File: src/rtl/uart_rx_monitor.sv
// UART receive monitor: synchronizes a serial line, decodes 8N1 frames,
// and buffers received bytes in a small valid/ready FIFO.
//
// Output handshake: out_valid is high whenever the FIFO holds a byte and
// out_bits shows the head byte; a byte is consumed on every clock edge
// where out_valid && out_ready, and out_bits stays stable otherwise.
module uart_rx_monitor #(
  parameter int CLKS_PER_BIT = 174,
  parameter int FIFO_DEPTH   = 8
) (
  input  logic                          clock,
  input  logic                          reset,
  input  logic                          uart_txd,
  output logic                          out_valid,
  input  logic                          out_ready,
  output logic [7:0]                    out_bits,
  output logic [$clog2(FIFO_DEPTH):0]   count,
  output logic                          framing_err,
  output logic                          overflow
);

  localparam int AW = $clog2(FIFO_DEPTH);
  localparam logic [9:0] HALF_M1 = 10'(CLKS_PER_BIT / 2 - 1);
  localparam logic [9:0] BIT_M1  = 10'(CLKS_PER_BIT - 1);
  localparam logic [AW:0] FULL_COUNT = (AW + 1)'(FIFO_DEPTH);

  typedef enum logic [2:0] {
    IDLE  = 3'd0,
    START = 3'd1,
    DATA  = 3'd2,
    STOP  = 3'd3,
    BREAK = 3'd4
  } state_t;

  // Decoder state, kept as a named enum so checkers can bind to it.
  state_t      state;
  logic [1:0]  rst_pipe;
  logic        rst_int;
  logic [1:0]  sync_q;
  logic        rxs;
  logic        rxs_prev;
  logic [9:0]  cnt;
  logic [2:0]  bit_idx;
  logic [7:0]  shreg;
  logic        push;
  logic        pop;
  logic        full;
  logic        do_push;
  logic [7:0]  mem [FIFO_DEPTH];
  logic [AW-1:0] wr_ptr;
  logic [AW-1:0] rd_ptr;

  // Reset asserts immediately but releases only on a clock edge, two cycles later.
  always_ff @(posedge clock or posedge reset) begin
    if (reset) rst_pipe <= 2'b11;
    else       rst_pipe <= {rst_pipe[0], 1'b0};
  end

  assign rst_int = rst_pipe[1];

  // Two-flop synchronizer on the serial line plus a delayed copy for edge detection.
  always_ff @(posedge clock or posedge rst_int) begin
    if (rst_int) begin
      sync_q   <= 2'b11;
      rxs_prev <= 1'b1;
    end else begin
      sync_q   <= {sync_q[0], uart_txd};
      rxs_prev <= rxs;
    end
  end

  assign rxs = sync_q[1];

  // Frame decoder: mid-bit sampling driven by a down-counter that reloads each bit.
  always_ff @(posedge clock or posedge rst_int) begin
    if (rst_int) begin
      state       <= IDLE;
      cnt         <= '0;
      bit_idx     <= '0;
      shreg       <= '0;
      framing_err <= 1'b0;
    end else begin
      framing_err <= 1'b0;
      case (state)
        IDLE: begin
          if (rxs_prev && !rxs) begin
            state <= START;
            cnt   <= HALF_M1;
          end
        end
        START: begin
          if (cnt != '0) begin
            cnt <= cnt - 1'b1;
          end else if (!rxs) begin
            state   <= DATA;
            cnt     <= BIT_M1;
            bit_idx <= '0;
          end else begin
            // Low pulse shorter than half a bit: treat as noise.
            state <= IDLE;
          end
        end
        DATA: begin
          if (cnt != '0) begin
            cnt <= cnt - 1'b1;
          end else begin
            shreg <= {rxs, shreg[7:1]};
            cnt   <= BIT_M1;
            if (bit_idx == 3'd7) state <= STOP;
            else                 bit_idx <= bit_idx + 1'b1;
          end
        end
        STOP: begin
          if (cnt != '0) begin
            cnt <= cnt - 1'b1;
          end else if (rxs) begin
            state <= IDLE;
          end else begin
            framing_err <= 1'b1;
            state       <= BREAK;
          end
        end
        BREAK: begin
          // Wait out a held-low line; only a return to idle re-arms the decoder.
          if (rxs) state <= IDLE;
        end
        default: state <= IDLE;
      endcase
    end
  end

  assign push      = (state == STOP) && (cnt == '0) && rxs;
  assign out_valid = (count != '0);
  assign pop       = out_valid && out_ready;
  assign full      = (count == FULL_COUNT);
  assign do_push   = push && (!full || pop);
  assign out_bits  = mem[rd_ptr];

  // Byte FIFO: a push into a full FIFO is accepted only when a pop frees a slot.
  always_ff @(posedge clock or posedge rst_int) begin
    if (rst_int) begin
      for (int i = 0; i < FIFO_DEPTH; i++) mem[i] <= '0;
      wr_ptr   <= '0;
      rd_ptr   <= '0;
      count    <= '0;
      overflow <= 1'b0;
    end else begin
      if (do_push) begin
        mem[wr_ptr] <= shreg;
        wr_ptr      <= wr_ptr + 1'b1;
      end
      if (pop) rd_ptr <= rd_ptr + 1'b1;
      case ({do_push, pop})
        2'b10:   count <= count + 1'b1;
        2'b01:   count <= count - 1'b1;
        default: count <= count;
      endcase
      if (push && full && !pop) overflow <= 1'b1;
    end
  end

endmodule
File: config.mk
export PLATFORM = sky130hd
export DESIGN_NAME = uart_rx_monitor
export DESIGN_NICKNAME = d
export VERILOG_FILES = /design/src/rtl/uart_rx_monitor.sv
export SDC_FILE = /design/constraint.sdc
export NUM_CORES = 1
export LEC_CHECK = 0
export ABC_AREA = 1
export CAP_MARGIN = 20
export CORE_ASPECT_RATIO = 1.4
export CORE_UTILIZATION = 33
export CTS_CLUSTER_SIZE = 40
export DETAILED_ROUTE_END_ITERATION = 8
export GPL_ROUTABILITY_DRIVEN = 0
export PLACE_DENSITY_LB_ADDON = 0.1
export SYNTH_ARGS = -nofsm -noshare
export SYNTH_HDL_FRONTEND = slang
export SYNTH_SLANG_ARGS = --single-unit
File: constraint.sdc
create_clock -name clock -period 6.95 [get_ports clock]
set_clock_uncertainty 0.15 [all_clocks]
set_input_delay 1.39 -clock clock [delete_from_list [all_inputs] [get_ports clock]]
set_output_delay 1.39 -clock clock [all_outputs]
set_load 0.02 [all_outputs]
; Yosys cells after proc, flatten, opt, wreduce, memory -nomap -nowiden
; Cells that the tools add are included.
[classes]
muxes = 30
addsub = 6
eq_ne = 18
order_cmp = 3
reduce_logical = 23
n_bitwise = 3
[ops]
columns = operator, n
row1 = bitwise mux 64 bit, 1
row2 = two-way mux 10 bit, 5
row3 = case mux 10 bit (4 select lines), 1
row4 = two-way mux 3 bit, 11
row5 = binary-select mux 8 bit (select 3 bit), 1
row6 = demux 8 bit (select 3 bit), 1
row7 = two-way mux 8 bit, 3
row8 = inequality test 2 bit (second input constant), 9
row9 = case mux 3 bit (5 select lines), 1
row10 = logical NOT 10 bit, 1
row11 = nonzero test 10 bit, 1
row12 = subtractor 10 x 1 -> 10 bit (second input constant), 1
row13 = adder 3 x 1 -> 3 bit (second input constant), 3
row14 = greater-or-equal comparator 4 bit (second input constant), 2
row15 = logical AND 1 bit, 8
row16 = NOT 3 -> 4 bit, 2
row17 = case mux 4 bit (2 select lines), 1
row18 = nonzero test 4 bit, 2
row19 = == test 3 x 2 -> 1 bit (second input constant), 2
row20 = == test 3 bit (second input constant), 2
row21 = case mux 3 bit (2 select lines), 1
row22 = AND reduction 6 bit, 1
row23 = AND reduction 5 bit, 1
row24 = adder 4 x 1 -> 4 bit (second input constant), 1
row25 = 16 further kinds, 21
[word_totals]
regBits = 105
in_bits = 4
out_inout_bits = 15
elab_cells = 103

; Logic depth before layout (Yosys ltp)
[depth]
depth_word = 6
ltp_mapped = 15
mapped_depth_nobuf = 15

; Worst setup path after synthesis
; Ideal clock, no wire load.
[synth_timing]
path_type = register to output
start = reg rd_ptr[0]
end = out out_bits[2]
path_slack_ps = 4086
stages_incl_launch_ff = 7
t_arrival_ps = 1324
path_cell_list = dfrtp_1 inv_1 buf_1 nor2_1 o32ai_1 nand2_1 nand2_1
[synth_via]
elab_chain_cells = 4
[synth_rtl]
columns = item, line
row1 = start: declaration, 51  ; logic [AW-1:0] rd_ptr;
row2 = start signal: assignment, 152  ; if (pop) rd_ptr <= rd_ptr + 1'b1;
row3 = NOT 3 -> 4 bit (not written as such), 137  ; assign out_bits = mem[rd_ptr];
row4 = binary-select mux 8 bit (select 3 bit), 137
row5 = two-way mux 8 bit (not written as such) (2 in series), 137
row6 = end: declaration, 16  ; output logic [7:0] out_bits,
; No other way between the ends. The select of a mux whose other input is x is not followed.

; Worst setup path after layout
[layout_timing]
start = reg rd_ptr[0]
end = out out_bits[6]
; Same word-level chain as after synthesis.

==> flow_summary.toml <==
[finish]
fin_nets = 614
area_growth_pct = 12.8
fin_area_sq_um = 5700
fin_cells = 800
finish.utilization = 0.381
layout.area.seq_sq_um = 2630
multi_input_area_sq_um = 2110
antenna_cells = 0
drive_above_1_share = 0.0822
fill_cells = 1602

[clocking]
cts_resized = 0
root_buffer = "clkbuf_16"
clock_latency_ns = 0.36
cts_tree = "done"
cts.sinks = 105
post_cts.repair.setup_buffers = 0
clk_pin_slew_ns = 0.07
cts_hold_buf = 0
cts_made_buffers = 9
htreeDepth = 3
clk_path_buf_depth = 2

[power_and_ir_drop]
peakVddDrop_uv = 183
clkPwrFrac = 0.258
swShare = 0.384
combPwrFrac = 0.368
p_leak_nw = 2.70
seqPwrFrac = 0.374
power.total_mw = 2.10
power_density_nw_per_um2 = 368
power.internal_mw = 1.29
p_sw_mw = 0.806

[logic_synthesis]
synth_area_sq_um = 5060
avgSynthCellArea_sq_um = 8.56
ys_seq_elements = 105
syn-instance-count = 591
ys_seq_area_frac = 0.521
yosys_warnings = 0
synthesis.nets = 602
synth_cell_types = 32

[worst_setup_path]
path_class = "reg -> out"
cp.arrival_ns = 3.08
crit_path_start_kind = "flop"
endpoint_kind = "output port"
required_ns = 5.41
reg2reg_slack_ns = 4.54
r2r_cells = 14
critPathMaxFanout = 34

[run_status]
status = "finished, final reports clean"

[sta]
fin_crit_sh = 0.665
max_slew_margin = 0.275
slew_violations = 0
fin_crit_ns = 4.62
whs_ns = 0.147
rsz0062_at_grt = "false"
fin_ws_ns = 2.33
tightest_slew_ns = 1.09
max_freq_mhz = 216
finalHoldViolations = 0
tns_ns = 0
setup_violations = 0

[floorplanning]
num_io_pins = 19
start_util = 0.337
core_area_sq_um = 15000
dieArea_sq_um = 15800
die_y_um = 148
rows = 53
chipWidth_um = 107

[run]
max_cap_violations = 0

[place]
dpl.cell_count = 783
placed_area_sq_um = 5360
pre_cts_slack_ns = 2.43
io_buffers = 18
dp_hpwl_mm = 7.94

[route]
first_iter_violations = 140
routed_wl_mm = 12.0
route.detailed.drc = 0
route.vias.total = 3911
ant_nets = 0
avgViaCountPerCell = 4.89
dr.pass1.iters = 4
wl_per_cell_um = 15.0

[grt]
grt_max_degree = 66
antenna_found_initial = 0
grtUsageTotal = 0.166
grt_pass1_vias = 3887
grt_first_pass_wirelength_mm = 20.1
overflow = 0

[hold_path]
min_path_type = "reg -> async"
==> state kept, by name, summed over array words and instances (netlist names) <==
signal	count
wr_ptr	3
bit_idx	3
rxs_prev	1
mem	64
cnt	10
rd_ptr	3
overflow	1
framing_err	1
sync_q	2
rst_pipe	2
state	3
shreg	8
count	4
==> cell families (layout without fill, tap and decap cells) <==
kind of cell    after synthesis  after routing  synth area share
fa+ha+maj                     7              7            0.0173
compound gates              134            134             0.154
buf+inv                      66             83            0.0611
flops                       105            105             0.521
other cells                   1              1          0.000741
xor+xnor                     11             11            0.0190
simple gates                267            267             0.227
==> final timing paths <==
kind	to	start
worst max register to register	count[2]	state[2]
max in group asynchronous	mem[1]	rst_pipe[1]
worst min register to register	mem[39]	rst_pipe[1]
worst min-delay path	mem[39]	rst_pipe[1]
min in group clock	sync_q[1]	sync_q[0]
worst max-delay path	out_bits[6]	rd_ptr[0]
==> cell type report <==
type | instances | area share
flip-flops and latches | 105 | 0.462
multi-input cells | 420 | 0.371
clock buffers | 13 | 0.0474
well taps | 192 | 0.0421
repair buffers | 21 | 0.0391
inverters | 46 | 0.0307
clock inverters | 3 | 0.00812
==> power groups by stage <==
stage | logic, mW | clock network [mW] | registers [mW]
4_1_cts | 0.766 | 0.565 | 0.785
6_report | 0.773 | 0.542 | 0.784
3_5_place_dp | 0.763 | 0 | 0.797
2_1_floorplan | 0.550 | 0 | 0.754
3_3_place_gp | 0.754 | 0 | 0.796
5_1_grt | 0.871 | 0.584 | 0.798
==> cell usage after synthesis, drive strengths merged <==
cell type | count | share of area
o211ai | 2 | 0.0030
nand4 | 2 | 0.0025
buf | 11 | 0.020
o21bai | 3 | 0.0045
inv | 45 | 0.033
o32ai | 16 | 0.028
a211oi | 1 | 0.0015
o22ai | 1 | 0.0012
xor2 | 11 | 0.019
conb | 1 | 0.00074
nor2 | 83 | 0.068
clkinv | 1 | 0.00074
nand2 | 161 | 0.13
ha | 7 | 0.017
dfstp | 5 | 0.026
nor3 | 3 | 0.0030
clkbuf | 9 | 0.0067
o21ai | 109 | 0.11
a21oi | 2 | 0.0020
dfrtp | 100 | 0.49
nand3 | 18 | 0.022
==> cells in the final DEF (no fill, tap or decap), types with 2 or more instances in the layout <==
cell type,n
nand2_1,153
dfrtp_1,100
nor2_1,77
o21ai_1,56
o21ai_0,45
inv_1,43
clkdlybuf4s50_1,18
o32ai_1,16
nand3_1,15
xor2_1,11
clkbuf_16,9
nand2_4,8
o21ai_2,8
ha_1,7
dfstp_2,5
nor2_2,4
o21bai_1,3
nor3_1,3
clkbuf_8,3
nand3_2,2
nand4_1,2
a21oi_1,2
o211ai_1,2
buf_4,2
==> per-layer routing <==
metal	vias up	global-route usage	wire length (um)	share of wire
li1	1950	-	-	-
met2	41	0.288	5980	0.50
met5	-	0	0	0
met1	1905	0.206	5540	0.46
met4	0	0.0767	263	0.022
met3	15	0.0202	212	0.018
==> critical path, stage by stage, from the launching register on <==
cell             delay [ns]
dfrtp_1                1.06
inv_1                  0.48
buf_16                 0.30
nor2_1                 0.09
o32ai_1                0.08
nand2_1                0.06
nand2_1                0.09
clkdlybuf4s50_1        0.54
Note: power is estimated with default switching activity, not from simulation.
